`src/rtl/mips_cache_pkg.sv`:
```
// Shared types for the MIPS cache memory side: arbiter state encoding,
// write buffer fill-state encoding and the default line geometry.
package mips_cache_pkg;

  // Arbiter states; encoding is visible on the debug state_out port.
  typedef enum logic [1:0] {
    ARB_IDLE  = 2'd0,
    ARB_WRITE = 2'd1,
    ARB_READ  = 2'd2,
    ARB_FLUSH = 2'd3
  } arb_state_t;

  // Write buffer occupancy as seen by mips_cache_writebuffer.
  typedef enum logic [1:0] {
    WB_EMPTY   = 2'd0,
    WB_PARTIAL = 2'd1,
    WB_FULL    = 2'd2
  } wb_state_t;

  // log2 of 32-bit words per cache line.
  localparam int LINE_BITS_DEFAULT = 2;

endpackage

```
`src/rtl/mips_cache_mem_arbiter_if.sv`:
```
// Data-side Avalon-MM bus between the cache memory arbiter (master) and
// the memory system (slave).
//
// Handshake: a transfer is requested while avm_read or avm_write is high
// and completes in the cycle where avm_waitrequest is low. While
// avm_waitrequest is high the master holds address, writedata,
// byteenable, read and write stable. Read data is valid in the completing
// cycle; there is no read pipelining.
interface mips_cache_mem_arbiter_if;
  logic [31:0] avm_address;
  logic        avm_read;
  logic        avm_write;
  logic [31:0] avm_writedata;
  logic [3:0]  avm_byteenable;
  logic        avm_waitrequest;
  logic [31:0] avm_readdata;

  modport master (
    output avm_address, avm_read, avm_write, avm_writedata, avm_byteenable,
    input  avm_waitrequest, avm_readdata
  );

  modport slave (
    input  avm_address, avm_read, avm_write, avm_writedata, avm_byteenable,
    output avm_waitrequest, avm_readdata
  );
endinterface

```
`src/rtl/mips_cache_line_counter.sv`:
```
// Word index within a cache line fill, with last-word detect.
module mips_cache_line_counter #(
  parameter int LINE_BITS = 2
) (
  input  logic                 clk,
  input  logic                 rst,
  input  logic                 clr,
  input  logic                 inc,
  output logic [LINE_BITS-1:0] idx,
  output logic                 last
);

  // Index clears at the start of each fill and wraps naturally after the last word.
  always_ff @(posedge clk) begin
    if (!rst) begin
      idx <= '0;
    end else if (clr) begin
      idx <= '0;
    end else if (inc) begin
      idx <= idx + 1'b1;
    end
  end

  assign last = &idx;

endmodule

```
`src/rtl/mips_cache_mem_arbiter.sv`:
```
// Shares the single data-side Avalon master between write buffer drain
// and cache line-fill reads. Reads preempt writes only at a write
// boundary; a read whose line is still buffered first flushes the buffer.
// Optional macro MIPS_CACHE_ARB_FAIR_EN: with a full write buffer, one
// extra write is granted at the boundary before a pending read takes over.
module mips_cache_mem_arbiter
  import mips_cache_pkg::*;
#(
  parameter int LINE_BITS = LINE_BITS_DEFAULT
) (
  input  logic                    clk,
  input  logic                    rst,
  input  logic                    rd_req,
  input  logic [31:0]             rd_addr,
  output logic [31:0]             rd_word,
  output logic                    rd_word_valid,
  output logic [LINE_BITS-1:0]    rd_word_idx,
  output logic                    rd_done,
  input  logic                    wb_write,
  input  logic [31:0]             wb_addr,
  input  logic [31:0]             wb_data,
  input  logic [3:0]              wb_byteenable,
  input  logic                    wb_empty,
  input  logic                    wb_full,
  input  logic                    wb_addr_in_wb,
  output logic                    wb_active,
  output logic                    wb_waitrequest,
  mips_cache_mem_arbiter_if.master avm,
  output logic [1:0]              state_out
);

  arb_state_t           state_q, state_d;
  arb_state_t           read_target;
  logic [31:0]          line_addr_q;
  logic [31:0]          word_off;
  logic [LINE_BITS-1:0] word_idx;
  logic                 last_word;
  logic                 latch_addr;
  logic                 cnt_clr;
  logic                 rd_complete;
  logic                 wr_done;
  logic                 wr_idle;
  logic                 bonus_set;
  logic                 bonus_take;

  // A buffered copy of the line must reach memory before the line is read.
  assign read_target = (wb_addr_in_wb && !wb_empty) ? ARB_FLUSH : ARB_READ;
  // Write-side qualifiers, only meaningful in WRITE/FLUSH.
  assign wr_done     = wb_write && !avm.avm_waitrequest;
  assign wr_idle     = !wb_write || wr_done;
  assign rd_complete = (state_q == ARB_READ) && !avm.avm_waitrequest;
  assign word_off    = {{(30-LINE_BITS){1'b0}}, word_idx, 2'b00};

  assign rd_word     = avm.avm_readdata;
  assign rd_word_idx = word_idx;
  assign state_out   = state_q;

  mips_cache_line_counter #(
    .LINE_BITS (LINE_BITS)
  ) u_line_counter (
    .clk  (clk),
    .rst  (rst),
    .clr  (cnt_clr),
    .inc  (rd_complete),
    .idx  (word_idx),
    .last (last_word)
  );

`ifdef MIPS_CACHE_ARB_FAIR_EN
  logic bonus_q;

  // Extra-write credit: one per stay in WRITE, forgotten on leaving it.
  always_ff @(posedge clk) begin
    if (!rst) begin
      bonus_q <= 1'b0;
    end else if (state_d != ARB_WRITE) begin
      bonus_q <= 1'b0;
    end else if (bonus_set) begin
      bonus_q <= 1'b1;
    end
  end

  assign bonus_take = wr_done && wb_full && !bonus_q;
`else
  logic unused_fair;
  assign unused_fair = wb_full ^ bonus_set;
  assign bonus_take  = 1'b0;
`endif

  // State register and latched line base address.
  always_ff @(posedge clk) begin
    if (!rst) begin
      state_q     <= ARB_IDLE;
      line_addr_q <= '0;
    end else begin
      state_q <= state_d;
      if (latch_addr) begin
        line_addr_q <= rd_addr;
      end
    end
  end

  // Next-state arbitration; reads only enter once no write is outstanding.
  always_comb begin
    state_d    = state_q;
    latch_addr = 1'b0;
    cnt_clr    = 1'b0;
    bonus_set  = 1'b0;
    case (state_q)
      ARB_IDLE: begin
        if (rd_req) begin
          state_d    = read_target;
          latch_addr = 1'b1;
          cnt_clr    = 1'b1;
        end else if (wb_write) begin
          state_d = ARB_WRITE;
        end
      end
      ARB_WRITE: begin
        if (wr_idle) begin
          if (rd_req) begin
            if (bonus_take) begin
              bonus_set = 1'b1;
            end else begin
              state_d    = read_target;
              latch_addr = 1'b1;
              cnt_clr    = 1'b1;
            end
          end else if (!wb_write) begin
            state_d = ARB_IDLE;
          end
        end
      end
      ARB_FLUSH: begin
        if (wb_empty && wr_idle) begin
          state_d = ARB_READ;
          cnt_clr = 1'b1;
        end
      end
      ARB_READ: begin
        if (rd_complete && last_word) begin
          state_d = ARB_IDLE;
        end
      end
      default: state_d = ARB_IDLE;
    endcase
  end

  // Bus and handshake outputs, decoded from the current state only.
  always_comb begin
    avm.avm_address    = '0;
    avm.avm_read       = 1'b0;
    avm.avm_write      = 1'b0;
    avm.avm_writedata  = '0;
    avm.avm_byteenable = '0;
    wb_active          = 1'b0;
    wb_waitrequest     = 1'b1;
    rd_word_valid      = 1'b0;
    rd_done            = 1'b0;
    case (state_q)
      ARB_WRITE, ARB_FLUSH: begin
        wb_active          = 1'b1;
        avm.avm_write      = wb_write;
        avm.avm_address    = wb_addr;
        avm.avm_writedata  = wb_data;
        avm.avm_byteenable = wb_byteenable;
        wb_waitrequest     = avm.avm_waitrequest;
      end
      ARB_READ: begin
        avm.avm_read       = 1'b1;
        avm.avm_address    = line_addr_q + word_off;
        avm.avm_byteenable = 4'hF;
        rd_word_valid      = rd_complete;
        rd_done            = rd_complete && last_word;
      end
      default: ;
    endcase
  end

endmodule

```
`src/flat_wrapper.sv`:
```
// flat-port wrapper written by rule: the top's interface ports become plain ports
module mips_cache_mem_arbiter_flat import mips_cache_pkg::*;
#(
  parameter int LINE_BITS = LINE_BITS_DEFAULT
)
  (clk, rst, rd_req, rd_addr, rd_word, rd_word_valid, rd_word_idx, rd_done, wb_write, wb_addr, wb_data, wb_byteenable, wb_empty, wb_full, wb_addr_in_wb, wb_active, wb_waitrequest, state_out, avm_avm_address, avm_avm_read, avm_avm_write, avm_avm_writedata, avm_avm_byteenable, avm_avm_waitrequest, avm_avm_readdata);
  mips_cache_mem_arbiter_if avm_i ();
  input  logic clk;
  input  logic rst;
  input  logic rd_req;
  input  logic [31:0] rd_addr;
  output logic [31:0] rd_word;
  output logic rd_word_valid;
  output logic [LINE_BITS-1:0] rd_word_idx;
  output logic rd_done;
  input  logic wb_write;
  input  logic [31:0] wb_addr;
  input  logic [31:0] wb_data;
  input  logic [3:0] wb_byteenable;
  input  logic wb_empty;
  input  logic wb_full;
  input  logic wb_addr_in_wb;
  output logic wb_active;
  output logic wb_waitrequest;
  output logic [1:0] state_out;
  output wire logic [$bits(avm_i.avm_address)-1:0] avm_avm_address;
  output wire logic [$bits(avm_i.avm_read)-1:0] avm_avm_read;
  output wire logic [$bits(avm_i.avm_write)-1:0] avm_avm_write;
  output wire logic [$bits(avm_i.avm_writedata)-1:0] avm_avm_writedata;
  output wire logic [$bits(avm_i.avm_byteenable)-1:0] avm_avm_byteenable;
  input wire logic [$bits(avm_i.avm_waitrequest)-1:0] avm_avm_waitrequest;
  input wire logic [$bits(avm_i.avm_readdata)-1:0] avm_avm_readdata;
  assign avm_avm_address = avm_i.avm_address;
  assign avm_avm_read = avm_i.avm_read;
  assign avm_avm_write = avm_i.avm_write;
  assign avm_avm_writedata = avm_i.avm_writedata;
  assign avm_avm_byteenable = avm_i.avm_byteenable;
  assign avm_i.avm_waitrequest = avm_avm_waitrequest;
  assign avm_i.avm_readdata = avm_avm_readdata;
  mips_cache_mem_arbiter #(.LINE_BITS(LINE_BITS)) u_core (.clk(clk), .rst(rst), .rd_req(rd_req), .rd_addr(rd_addr), .rd_word(rd_word), .rd_word_valid(rd_word_valid), .rd_word_idx(rd_word_idx), .rd_done(rd_done), .wb_write(wb_write), .wb_addr(wb_addr), .wb_data(wb_data), .wb_byteenable(wb_byteenable), .wb_empty(wb_empty), .wb_full(wb_full), .wb_addr_in_wb(wb_addr_in_wb), .wb_active(wb_active), .wb_waitrequest(wb_waitrequest), .avm(avm_i), .state_out(state_out));
endmodule
```
`config.mk`:
```
export PLATFORM = sky130hd
export DESIGN_NAME = mips_cache_mem_arbiter_flat
export DESIGN_NICKNAME = d
export VERILOG_FILES = /design/src/rtl/mips_cache_pkg.sv /design/src/rtl/mips_cache_mem_arbiter_if.sv /design/src/rtl/mips_cache_line_counter.sv /design/src/rtl/mips_cache_mem_arbiter.sv /design/src/flat_wrapper.sv
export SDC_FILE = /design/constraint.sdc
export NUM_CORES = 1
export LEC_CHECK = 0
export ABC_AREA = 1
export BUFFER_PORTS_ARGS = -buffer_cell sky130_fd_sc_hd__buf_4
export CAP_MARGIN = 15
export CELL_PAD_IN_SITES_DETAIL_PLACEMENT = 0
export CELL_PAD_IN_SITES_GLOBAL_PLACEMENT = 1
export CORE_MARGIN = 2
export CORE_UTILIZATION = 22
export DETAILED_ROUTE_END_ITERATION = 10
export GPL_TIMING_DRIVEN = 0
export PLACE_DENSITY = 0.89
export RECOVER_POWER = 100
export SYNTH_ARGS = -nofsm -noshare
export SYNTH_HDL_FRONTEND = slang
export SYNTH_SLANG_ARGS = --single-unit
```
`constraint.sdc`:
```
create_clock -name clk -period 1.9 [get_ports clk]
set_clock_uncertainty 0.1 [all_clocks]
set_input_delay 0.38 -clock clk [delete_from_list [all_inputs] [get_ports clk]]
set_output_delay 0.38 -clock clk [all_outputs]
set_load 0.03 [all_outputs]
```
==> run metrics <==
status finished with violations; failing checks setup timing; vias in the first global route between 3,000 and 4,000; hold_ws between 0.2 and 0.25 ns; Global Route Usage Sum between 10% and 20%; diodes inserted 0; Die Wd ~120 um; Highest Clock Rate approximately 0.4 GHz; Compound-Gate Fraction of Synth Area about 14%; syn nets between 700 and 800; Final TNS setup -12.49 ns; Tmin final between 2 and 2.5 ns; critical path endpoint category primary output; total CTS buffers 5; average cell area after synthesis between 5 and 6 um^2; Reg area about 740 um^2; clock latency at the later pin of the worst-skew pair roughly 0.28 ns; cell taking the most area after synthesis dfxtp_1; WP data required approximately 1.4 ns; largest family of logic cells by synthesized area simple AND/OR/NAND/NOR gates; setup ws final -0.563 ns; Clk network pwr share 21.7%; Final setup viols 35; sequential-to-total area share from yosys stat a little under a quarter; Wirelength per Cell 13.5 um; TritonCTS clock tree done; root buf cell clkbuf_16; DRC 0; Synth Area in Adders 1.85%; Port Buffers 216; cts hold-fix bufs 0; Clock Sinks 36; Ys Warns 0; Yosys top cell area share 23.1%; Netlist cell types 25; max_cap viols 0; Post-Syn Area 3110 um^2; Switching Fraction between 40% and 50%; commonest cells after routing, fill and taps aside 195 x buf_4, 161 x nand2_1, 69 x nor2_1, 65 x inv_1, 45 x clkbuf_1; Initial Utilization a little under a quarter; total global routing overflow 0; Comb power frac a little over half; routability-driven placement congestion ratio between 0.8 and 0.9; CORE AREA 13,800 um^2; CP Data Arrival Time 1.98 ns; area of the multi-input gates between 2000 and 2500 um^2; HPWL Detailed around 11 mm; internal power 0.00220 W; initial antenna violation count 0; Final Util 39.9%; RSZ-0062 raised after global routing true; Clock Path Buffers 2; Worst-Margin Slew between 0.5 and 0.6 ns; Final Max Tran Viols 0; clock-pin slew of the registers on the worst-case setup and hold paths 0.06 ns; Setup CP Type reg -> out; P_sw 0.00169 W; Via Count between 4,000 and 5,000; synthesized instance count roughly 560; Rel. slew slack about 66%; NumNets Final between 900 and 1,000; Post-Synth Simple-Gate Area just over 40%; fill count ~1,600; H-tree Lvls 2; # rows 43; mux cell area share after synthesis 0%; Crit Path Max Fanout 4; Routed WL approximately 13 mm; Setup crit start kind register; Vias/cell about 4.2; first-pass GRT wire length 19.5 mm; Min-Delay Path Class in -> reg; Placed Cells incl. Taps 957; sequential share of power between 20% and 30%; P per Cell Area just over 700 nW/um^2; Post-Place Setup Slack -0.391 ns; Final period util 130%; Synth Area in XOR/XNOR 0.281%; Synth area leaders dfxtp_1 23%, nand2_1 22%, nor2_1 9.2%; Final Hold Vio Count 0; Synth Register Bits 36; DRT Pass-1 Iters 4; die area between 15,000 and 20,000 um^2; area delta synth->final 77.3%; fraction of layout cells with a size suffix above 1 approximately two fifths; Final ANT Viol Nets 0; Leak approximately 2.8 nW; Final Non-Filler Cells roughly 970; worst vdd ir between 200 and 300 uV; DIE HEIGHT 123 um; First DRT Iteration DRCs around 160; Boundary Pins 250; most common cell after layout, fill and taps aside buf_4; largest net degree at the start of global routing 12
-- power by group through the flow --
stage	Sequential, W	Combinational [W]	Clock, W
2_1_floorplan	0.000966	0.00115	0
3_3_place_gp	0.000981	0.00193	0
3_5_place_dp	0.000982	0.00194	0
4_1_cts	0.000971	0.00214	0.000858
5_1_grt	0.000987	0.00225	0.000886
6_report	0.000971	0.00208	0.000846
-- layout make-up --
cell class	count	share of cell area [%]
Multi-Input combinational cell	399	37.7
Sequential cell	36	13.4
Inverter	72	4.94
Tap cell	180	4.08
Clock buffer	6	2.51
Timing Repair Buffer	225	30.1
Buffer	54	7.16
Clock inverter	2	0.181
-- sequential cells by signal, summed over array words and instances, names as in the netlist --
register and cells:
u_core.line_addr_q 32, u_core.u_line_counter.idx 2, u_core.state_out 2
-- per-layer routing --
layer / wire (um) / vias up / GRT usage, %
met5: 0 / - / 0
met2: 6350 / 151 / 30.5
met4: 172 / 0 / 3.91
li1: - / 2163 / -
met1: 5540 / 1740 / 20.8
met3: 1100 / 12 / 3.51
-- worst paths after layout --
| check | start | to | slack (ns) | depth (start not counted) |
|---|---|---|---|---|
| setup / recovery | u_core.u_line_counter.idx[0]$_SDFFE_PP0P_ | avm_avm_address[18] | -0.56 | 10 |
| hold / removal | rd_addr[1] | u_core.line_addr_q[1]$_SDFFE_PN0P_ | 0.24 | 3 |
| setup reg to reg | u_core.state_out[1]$_SDFFE_PN0P_ | u_core.line_addr_q[24]$_SDFFE_PN0P_ | 0.15 | 6 |
| hold reg to reg | u_core.line_addr_q[31]$_SDFFE_PN0P_ | u_core.line_addr_q[31]$_SDFFE_PN0P_ | 0.39 | 2 |
-- cells by family (layout without fill, tap and decap cells) --
kind of cell | after synthesis | after routing
flops | 36 | 36
simple gates | 309 | 309
buf+inv | 126 | 359
compound gates | 85 | 85
xor+xnor | 1 | 1
fa+ha+maj | 4 | 4
-- Yosys cell counts, drive strengths merged --
cell type and instances:
dfxtp 36, o21ai 51, nand3 34, or2 2, buf 45, ha 3, nor3 1, fa 1
inv 72, a21oi 26, a22o 4, o21bai 3, a31oi 1, clkbuf 9, nand2 187, xor2 1
nor2 85
-- per-stage QoR --
stage               area [um^2]  total power [W]
global route               5520          0.00412
floorplan                  3250          0.00212
global placement           5100          0.00292
finish                     5520          0.00389
detailed placement         5100          0.00292
CTS                        5610          0.00397
-- what timing repair did --
action,4_1_cts,5_1_grt
gates cloned,0,0
pin swaps,13,14
buffers inserted,6,3
resized for setup,85,21
setup endpoints to repair,71,40
-- critical path, stage by stage, from the launching register on --
cell	delay (ns)
dfxtp_4	0.35
ha_4	0.16
fa_2	0.38
nand2_2	0.10
nor2_4	0.05
nand2_4	0.13
nor2_4	0.04
or2_4	0.23
nand3_4	0.07
nand2_4	0.05
buf_6	0.13
Power figures use the tool's default switching activity.
